$ cat config.mk
export PLATFORM = sky130hd
export DESIGN_NAME = stack_drain_flat
export DESIGN_NICKNAME = d
export VERILOG_FILES = /design/src/rtl/stack_drain_if.sv /design/src/rtl/stack_drain.sv /design/src/flat_wrapper.sv
export SDC_FILE = /design/constraint.sdc
export NUM_CORES = 1
export LEC_CHECK = 0
export BUFFER_PORTS_ARGS = -buffer_cell sky130_fd_sc_hd__buf_2
export CORE_UTILIZATION = 30
export DETAILED_ROUTE_END_ITERATION = 12
export HOLD_SLACK_MARGIN = 0.12
export PLACE_DENSITY = 0.57
export REMOVE_ABC_BUFFERS = 1
export SYNTH_ARGS = -nofsm -noshare
export SYNTH_HDL_FRONTEND = slang
export SYNTH_SLANG_ARGS = --single-unit
$ cat constraint.sdc
create_clock -name clk -period 2.05 [get_ports clk]
set_clock_uncertainty 0.2 [all_clocks]
set_input_delay 0.41 -clock clk [delete_from_list [all_inputs] [get_ports clk]]
set_output_delay 0.41 -clock clk [all_outputs]
set_load 0.05 [all_outputs]
$ cat src/rtl/stack_drain_if.sv
// Byte-stream handshake bundle: upstream bytes into the drain controller
// and popped bytes back out.
interface stack_drain_if;
  logic       in_valid;
  logic [7:0] in_data;
  logic       in_ready;
  logic       out_valid;
  logic [7:0] out_data;
  logic       out_ready;

  modport master (
    output in_valid, in_data, out_ready,
    input  in_ready, out_valid, out_data
  );

  modport slave (
    input  in_valid, in_data, out_ready,
    output in_ready, out_valid, out_data
  );
endinterface

$ cat src/rtl/stack_drain.sv
// Client-side controller for a LIFO stack block: pushes an upstream byte
// stream, and on a drain request pops every entry back out in reverse order,
// waiting out the stack's read latency before presenting each byte.
//
// state  | meaning
// IDLE   | accepting bytes, pushing one per cycle; drain request starts a drain
// SETTLE | POP_LATENCY+1 cycles so the final push commits before the first pop
// POP    | issue one pop pulse (appears next cycle), decrement occupancy
// WAIT   | stk_pop cycle plus POP_LATENCY cycles; capture read data on last one
// HOLD   | byte presented on out_valid/out_data until the downstream takes it
// DONE   | one-cycle drain_done pulse, then back to IDLE
module stack_drain #(
  parameter int DEPTH       = 16,
  parameter int POP_LATENCY = 2,
  parameter int CNT_W       = 5
) (
  input  logic             clk,
  input  logic             reset,
  stack_drain_if.slave     sif,
  input  logic             drain,
  output logic             drain_done,
  output logic             busy,
  output logic [CNT_W-1:0] count,
  output logic             stk_push,
  output logic             stk_pop,
  output logic [7:0]       stk_data_in,
  input  logic [7:0]       stk_data_out,
  input  logic             stk_error,
  output logic             err
);

  // A zero-latency stack still needs a one-bit timer.
  localparam int TMR_W = (POP_LATENCY < 1) ? 1 : $clog2(POP_LATENCY + 1);
  localparam logic [TMR_W-1:0] TMR_LOAD = TMR_W'(POP_LATENCY);
  localparam logic [CNT_W-1:0] CNT_FULL = CNT_W'(DEPTH);

  typedef enum logic [2:0] {
    S_IDLE,
    S_SETTLE,
    S_POP,
    S_WAIT,
    S_HOLD,
    S_DONE
  } state_e;

  state_e           state_q, state_d;
  logic [TMR_W-1:0] timer_q, timer_d;
  logic [CNT_W-1:0] count_q, count_d;
  logic             in_ready_q, in_ready_d;
  logic             out_valid_q, out_valid_d;
  logic [7:0]       out_data_q, out_data_d;
  logic             push_q, push_d;
  logic             pop_q, pop_d;
  logic [7:0]       din_q, din_d;
  logic             done_q, done_d;
  logic             busy_q, busy_d;
  logic             err_q, err_d;
  logic             accept;

  // in_ready_q is only ever high in IDLE, so this is the upstream handshake.
  assign accept = (state_q == S_IDLE) && sif.in_valid && in_ready_q;

  // Next-state and next-output logic; outputs are derived from the next
  // state so that every pin comes straight from a flop.
  always_comb begin
    state_d     = state_q;
    timer_d     = timer_q;
    count_d     = count_q;
    out_valid_d = out_valid_q;
    out_data_d  = out_data_q;
    push_d      = 1'b0;
    pop_d       = 1'b0;
    din_d       = din_q;
    err_d       = err_q | stk_error;

    case (state_q)
      S_IDLE: begin
        if (accept) begin
          push_d  = 1'b1;
          din_d   = sif.in_data;
          count_d = count_q + CNT_W'(1);
        end
        // A byte accepted alongside drain is already counted above and
        // therefore included in this drain.
        if (drain) begin
          state_d = S_SETTLE;
          timer_d = TMR_LOAD;
        end
      end
      S_SETTLE: begin
        if (timer_q == '0) begin
          state_d = (count_q == '0) ? S_DONE : S_POP;
        end else begin
          timer_d = timer_q - TMR_W'(1);
        end
      end
      S_POP: begin
        pop_d   = 1'b1;
        count_d = count_q - CNT_W'(1);
        state_d = S_WAIT;
        timer_d = TMR_LOAD;
      end
      S_WAIT: begin
        if (timer_q == '0) begin
          out_data_d  = stk_data_out;
          out_valid_d = 1'b1;
          state_d     = S_HOLD;
        end else begin
          timer_d = timer_q - TMR_W'(1);
        end
      end
      S_HOLD: begin
        if (out_valid_q && sif.out_ready) begin
          out_valid_d = 1'b0;
          state_d     = (count_q == '0) ? S_DONE : S_POP;
        end
      end
      S_DONE: begin
        state_d = S_IDLE;
      end
      default: begin
        state_d = S_IDLE;
      end
    endcase

    done_d     = (state_d == S_DONE);
    busy_d     = (state_d != S_IDLE);
    in_ready_d = (state_d == S_IDLE) && (count_d < CNT_FULL);
  end

  // State and output registers; reset drops everything, including any byte
  // currently held on the output.
  always_ff @(posedge clk or negedge reset) begin
    if (!reset) begin
      state_q     <= S_IDLE;
      timer_q     <= '0;
      count_q     <= '0;
      in_ready_q  <= 1'b0;
      out_valid_q <= 1'b0;
      out_data_q  <= '0;
      push_q      <= 1'b0;
      pop_q       <= 1'b0;
      din_q       <= '0;
      done_q      <= 1'b0;
      busy_q      <= 1'b0;
      err_q       <= 1'b0;
    end else begin
      state_q     <= state_d;
      timer_q     <= timer_d;
      count_q     <= count_d;
      in_ready_q  <= in_ready_d;
      out_valid_q <= out_valid_d;
      out_data_q  <= out_data_d;
      push_q      <= push_d;
      pop_q       <= pop_d;
      din_q       <= din_d;
      done_q      <= done_d;
      busy_q      <= busy_d;
      err_q       <= err_d;
    end
  end

  assign sif.in_ready  = in_ready_q;
  assign sif.out_valid = out_valid_q;
  assign sif.out_data  = out_data_q;
  assign drain_done    = done_q;
  assign busy          = busy_q;
  assign count         = count_q;
  assign stk_push      = push_q;
  assign stk_pop       = pop_q;
  assign stk_data_in   = din_q;
  assign err           = err_q;

endmodule

$ cat src/flat_wrapper.sv
// flat-port wrapper written by rule: the top's interface ports become plain ports
module stack_drain_flat 
#(
  parameter int DEPTH       = 16,
  parameter int POP_LATENCY = 2,
  parameter int CNT_W       = 5
)
  (clk, reset, drain, drain_done, busy, count, stk_push, stk_pop, stk_data_in, stk_data_out, stk_error, err, sif_in_valid, sif_in_data, sif_out_ready, sif_in_ready, sif_out_valid, sif_out_data);
  stack_drain_if sif_i ();
  input  logic clk;
  input  logic reset;
  input  logic drain;
  output logic drain_done;
  output logic busy;
  output logic [CNT_W-1:0] count;
  output logic stk_push;
  output logic stk_pop;
  output logic [7:0] stk_data_in;
  input  logic [7:0] stk_data_out;
  input  logic stk_error;
  output logic err;
  input wire logic [$bits(sif_i.in_valid)-1:0] sif_in_valid;
  input wire logic [$bits(sif_i.in_data)-1:0] sif_in_data;
  input wire logic [$bits(sif_i.out_ready)-1:0] sif_out_ready;
  output wire logic [$bits(sif_i.in_ready)-1:0] sif_in_ready;
  output wire logic [$bits(sif_i.out_valid)-1:0] sif_out_valid;
  output wire logic [$bits(sif_i.out_data)-1:0] sif_out_data;
  assign sif_i.in_valid = sif_in_valid;
  assign sif_i.in_data = sif_in_data;
  assign sif_i.out_ready = sif_out_ready;
  assign sif_in_ready = sif_i.in_ready;
  assign sif_out_valid = sif_i.out_valid;
  assign sif_out_data = sif_i.out_data;
  stack_drain #(.DEPTH(DEPTH), .POP_LATENCY(POP_LATENCY), .CNT_W(CNT_W)) u_core (.clk(clk), .reset(reset), .sif(sif_i), .drain(drain), .drain_done(drain_done), .busy(busy), .count(count), .stk_push(stk_push), .stk_pop(stk_pop), .stk_data_in(stk_data_in), .stk_data_out(stk_data_out), .stk_error(stk_error), .err(err));
endmodule
== Word-level counts from Yosys, hierarchy flattened ==
Index checks and enable logic that the tools add are counted.
Operators by class
  magnitude comparators: 1
  eq/ne operators: 9
  add/sub/neg operators: 3
  bitwise gates (word level): 1
  reduce and logical (&&, ||, !) cells: 16
  muxes and demuxes: 17
Operators with widths (count)
  2-to-1 mux 3 bit: 5
  one-hot mux 3 bit (5 select lines): 1
  one-hot mux 5 bit (2 select lines): 1
  == test 3 x 2 -> 1 bit (second input constant): 2
  == test 3 bit (second input constant): 2
  logical NOT 3 bit: 2
  one-hot mux 2 bit (3 select lines): 1
  AND reduction 3 bit: 2
  nonzero test 3 bit: 2
  adder 5 x 1 -> 5 bit (second input constant): 1
  logical NOT 5 bit: 1
  < comparator 5 bit (second input constant): 1
  2-to-1 mux 1 bit: 5
  2-to-1 mux 5 bit: 1
  subtractor 5 x 1 -> 5 bit (second input constant): 1
  logical AND 1 bit: 4
  2-to-1 mux 2 bit: 2
  != test 2 x 1 -> 1 bit (second input constant): 2
  != test 2 bit (second input constant): 2
  AND reduction 2 bit: 2
  == test 3 x 1 -> 1 bit (second input constant): 1
  logical NOT 2 bit: 1
  one-hot mux 1 bit (2 select lines): 1
  nonzero test 2 bit: 1
  other kinds (3): 3
Storage, ports and cells
  flip-flop bits (word level): 33
  word-level logic and storage cells: 59

== Longest topological paths before layout ==
  depth after elaboration: 7
  gate-level depth with buffers: 6

== Worst setup path after synthesis ==
Ideal clock, no wire load.
  path kind: register to register
  start: register u_core.count_q[1], in the netlist u_core.count[1]
  end: register u_core.busy_q, in the netlist u_core.busy
  data required time: 1.719 ns
  arrival time: 1.875 ns
  period minus slack after synthesis: 2.206 ns
  cell stages (with the launch flop): 7
  slack: -0.156 ns
  setup time: 0.131 ns
  buffers on the path: 0
  cell sequence: dfrtp_1 > inv_1 > ha_1 > or4b_4 > nand2_4 > o211ai_4 > or3_1
On the way
  word-level cells in the longest chain between the ends: 5
  elaborated cells on any way between the ends: 6
  classes of those cells: 4 x mux; 2 x reduce/logical
RTL lines
  start: declaration: RTL line stack_drain.sv:48  | logic [CNT_W-1:0] count_q, count_d;
  start signal: assignment: RTL line stack_drain.sv:150  | count_q <= count_d;
  logical NOT 5 bit (*): RTL line stack_drain.sv:92, stack_drain.sv:115
  2-to-1 mux 3 bit (*): RTL line stack_drain.sv:92, stack_drain.sv:115
  2-to-1 mux 3 bit, on equally long branches: RTL line stack_drain.sv:113, stack_drain.sv:91
  one-hot mux 3 bit (5 select lines) (*): RTL line stack_drain.sv:76  | case (state_q)
  net u_core.state_d[1]: RTL line stack_drain.sv:46  | state_e state_q, state_d;
  nonzero test 3 bit (*): RTL line stack_drain.sv:127  | busy_d = (state_d != S_IDLE);
  net u_core.busy_d: RTL line stack_drain.sv:56  | logic busy_q, busy_d;
  end signal: assignment: RTL line stack_drain.sv:158  | busy_q <= busy_d;
  end: declaration: RTL line stack_drain.sv:56
The timed path passes the listed nets; every way through them passes the cells marked *.
A chain may end at the register's enable or synchronous reset.

== Final worst setup path ==
Same ends and word-level chain as after synthesis.

==> metrics <==
Final Cell Area=1910 um^2; aggregate global routing overflow=0; Sequential Area=826 um^2; non-filler cells, final=240; arrival time at the worst endpoint=1950 ps; final hold violations=0; Main synth FF type=dfrtp_1; Die Y-Extent=71.9 um; crit path to=u_core.busy; Core Footprint=4720 um^2; DR pass1 iterations=6; slowest stage cell, crit path=or4b_4; first-pass GRT wire length=5.15 mm; H-tree depth=2; Nets=197; Yosys top cell by area=dfrtp_1; total power=3.25 mW; synthesized area=1470 um^2; Crit Path Category=reg -> reg; crit-path cells=inv_2 -> ha_2 -> or4b_4 -> nand2_4 -> o211ai_4 -> or3_1; most numerous cell in the Yosys netlist=dfrtp_1; worst r2r src=u_core.count[1]; routability congestion estimate=0.826; most frequent cells after synthesis=33 x dfrtp_1, 15 x mux2_2, 6 x inv_1, 6 x nor2_1, 5 x nand2_1; Root Buffer=clkbuf_8; Yosys cell types=39; Synth Area per Inst=12.8 um^2; layout cells sized above 1=0.509; r2r endpoint=u_core.busy; n_diodes=0; CP delay by family, top=simple AND/OR/NAND/NOR gates; Sink Count=33; fillers=467; Layout Area Growth over Synthesis=30.0%; minimum clock period after layout=1980 ps; cells after synthesis=115; Fmax=506 MHz; Vias=1125; total clock buffers created by CTS=5; Clock Latency Late Sink=290 ps; CP Launch Point=u_core.count[1]; chip width=71.9 um; final worst-path cycle share=0.964; Placement Rows=25; area of the multi-input gates=597 um^2; slew of the pin with the lowest slew margin=724 ps; Worst Reg-to-Reg Cells=6; initial core utilization=0.311; die area=5180 um^2; largest net degree at the start of global routing=34; Peak VDD IR=846 uV; number of global-route vias before repair=1116; Post-DP Area=1810 um^2; Synth async-reset ratio=1.00; Slew HR=0.517; Clk pin slew, worst setup/hold paths=70 ps; Max-Cap Viols=0; Synth area leaders=dfrtp_1 56%, mux2_2 12%, ha_1 2.6%, inv_1 1.5%, nor2_1 1.5%; top cell type's share of synthesized area=0.563; WL per Instance=13.1 um; overall routing resource usage=0.133; Synth warnings=0; DRT Wirelength=3.14 mm; Hold Path Stages=2; post-route ant nets=0; #FFs+latches synth=33; Pwr Density=1700 nW/um^2; CTS tree=done; clk buf depth=2; Post-synth EDFFs=0; WP depth=6; antenna violations before repair=0; Placed Instances=231; LEAKAGE=0.938 nW; dpl hpwl=2.26 mm; Core Util, Final=0.404; Ports=50; final setup violation count=0; Critical Path End Type=flip-flop; crit path max fanout=3; unrepaired setup endpoints after global routing=false; Final Slew Violations=0; WP buf/inv=1; Post-Place Setup Slack=66.4 ps; initial drt markers=41; R2R setup slack=70 ps; PortBufs=49; Critical Path RT=2020 ps; Hold WC Path Type=in -> reg; Residual DRC=0; startpoint types=flip-flop; setup repair bufs after CTS=0; setup TNS=0 ps; sequential-to-total area share from yosys stat=0.563; hold slack=127 ps; vias per inst=4.69; status=finished, final reports clean; Final WS setup=73.7 ps; crit-path max cell delay=490 ps
[where the power goes]
part	total, mW	switching [mW]	internal (mW)
combinational	1.68	1.14	0.535
sequential	1.10	0.205	0.895
clock	0.470	0.235	0.235
[per-layer routing]
metal / wire length [um] / vias to the layer above / global-route usage / share of wire
met2: 1590 / 47 / 0.220 / 0.51
met4: 48 / 0 / 0.0784 / 0.015
li1: - / 529 / - / -
met1: 1330 / 543 / 0.155 / 0.42
met5: 0 / - / 0 / 0
met3: 172 / 6 / 0.0389 / 0.055
[cell usage in the layout, fill, tap and decap left out, drive strengths merged, types with 3 or more instances in the layout]
cell and count:
ha 3, a21oi 3, dfrtp 33, mux2 16, nor4 3, nand2 6, clkbuf 6, nor2 6
inv 7, buf 54, o21ai 3
[how the worst min path moves through the flow]
stage,start,endpoint,slack [ps]
after detailed placement,u_core.err,u_core.err,250
after global placement,u_core.err,u_core.err,240
after CTS,stk_error,u_core.err,120
final,stk_error,u_core.err,130
after global routing,stk_error,u_core.err,130
after floorplan,reset,u_core.busy,-90
[cell families (layout without fill, tap and decap cells)]
group,after synthesis,count (layout),share of synthesized area
xor+xnor,4,4,0.0239
flops,33,33,0.563
simple gates,30,30,0.136
compound gates,16,16,0.0861
buf+inv,12,70,0.0367
fa+ha+maj,3,3,0.0256
mux,17,17,0.130
[registers in the layout, indices dropped and copies added (netlist names), 2 cells and up]
| name | count |
|---|---|
| u_core.sif.out_data | 8 |
| u_core.stk_data_in | 8 |
| u_core.count | 5 |
| u_core.state_q | 3 |
| u_core.timer_q | 2 |
[repair_timing]
action                     CTS  global route
resized for setup            0             3
hold endpoints to repair    33             0
setup endpoints to repair    0             2
hold buffers                 1             0
[area by class of cell]
| class | instances | area share |
|---|---|---|
| clock buffers | 6 | 0.0380 |
| clock inverters | 2 | 0.00525 |
| inverters | 7 | 0.0138 |
| multi-input cells | 70 | 0.313 |
| flip-flops and latches | 33 | 0.433 |
| well taps | 67 | 0.0439 |
| repair buffers | 55 | 0.153 |
(Power assumes the default switching activity.)
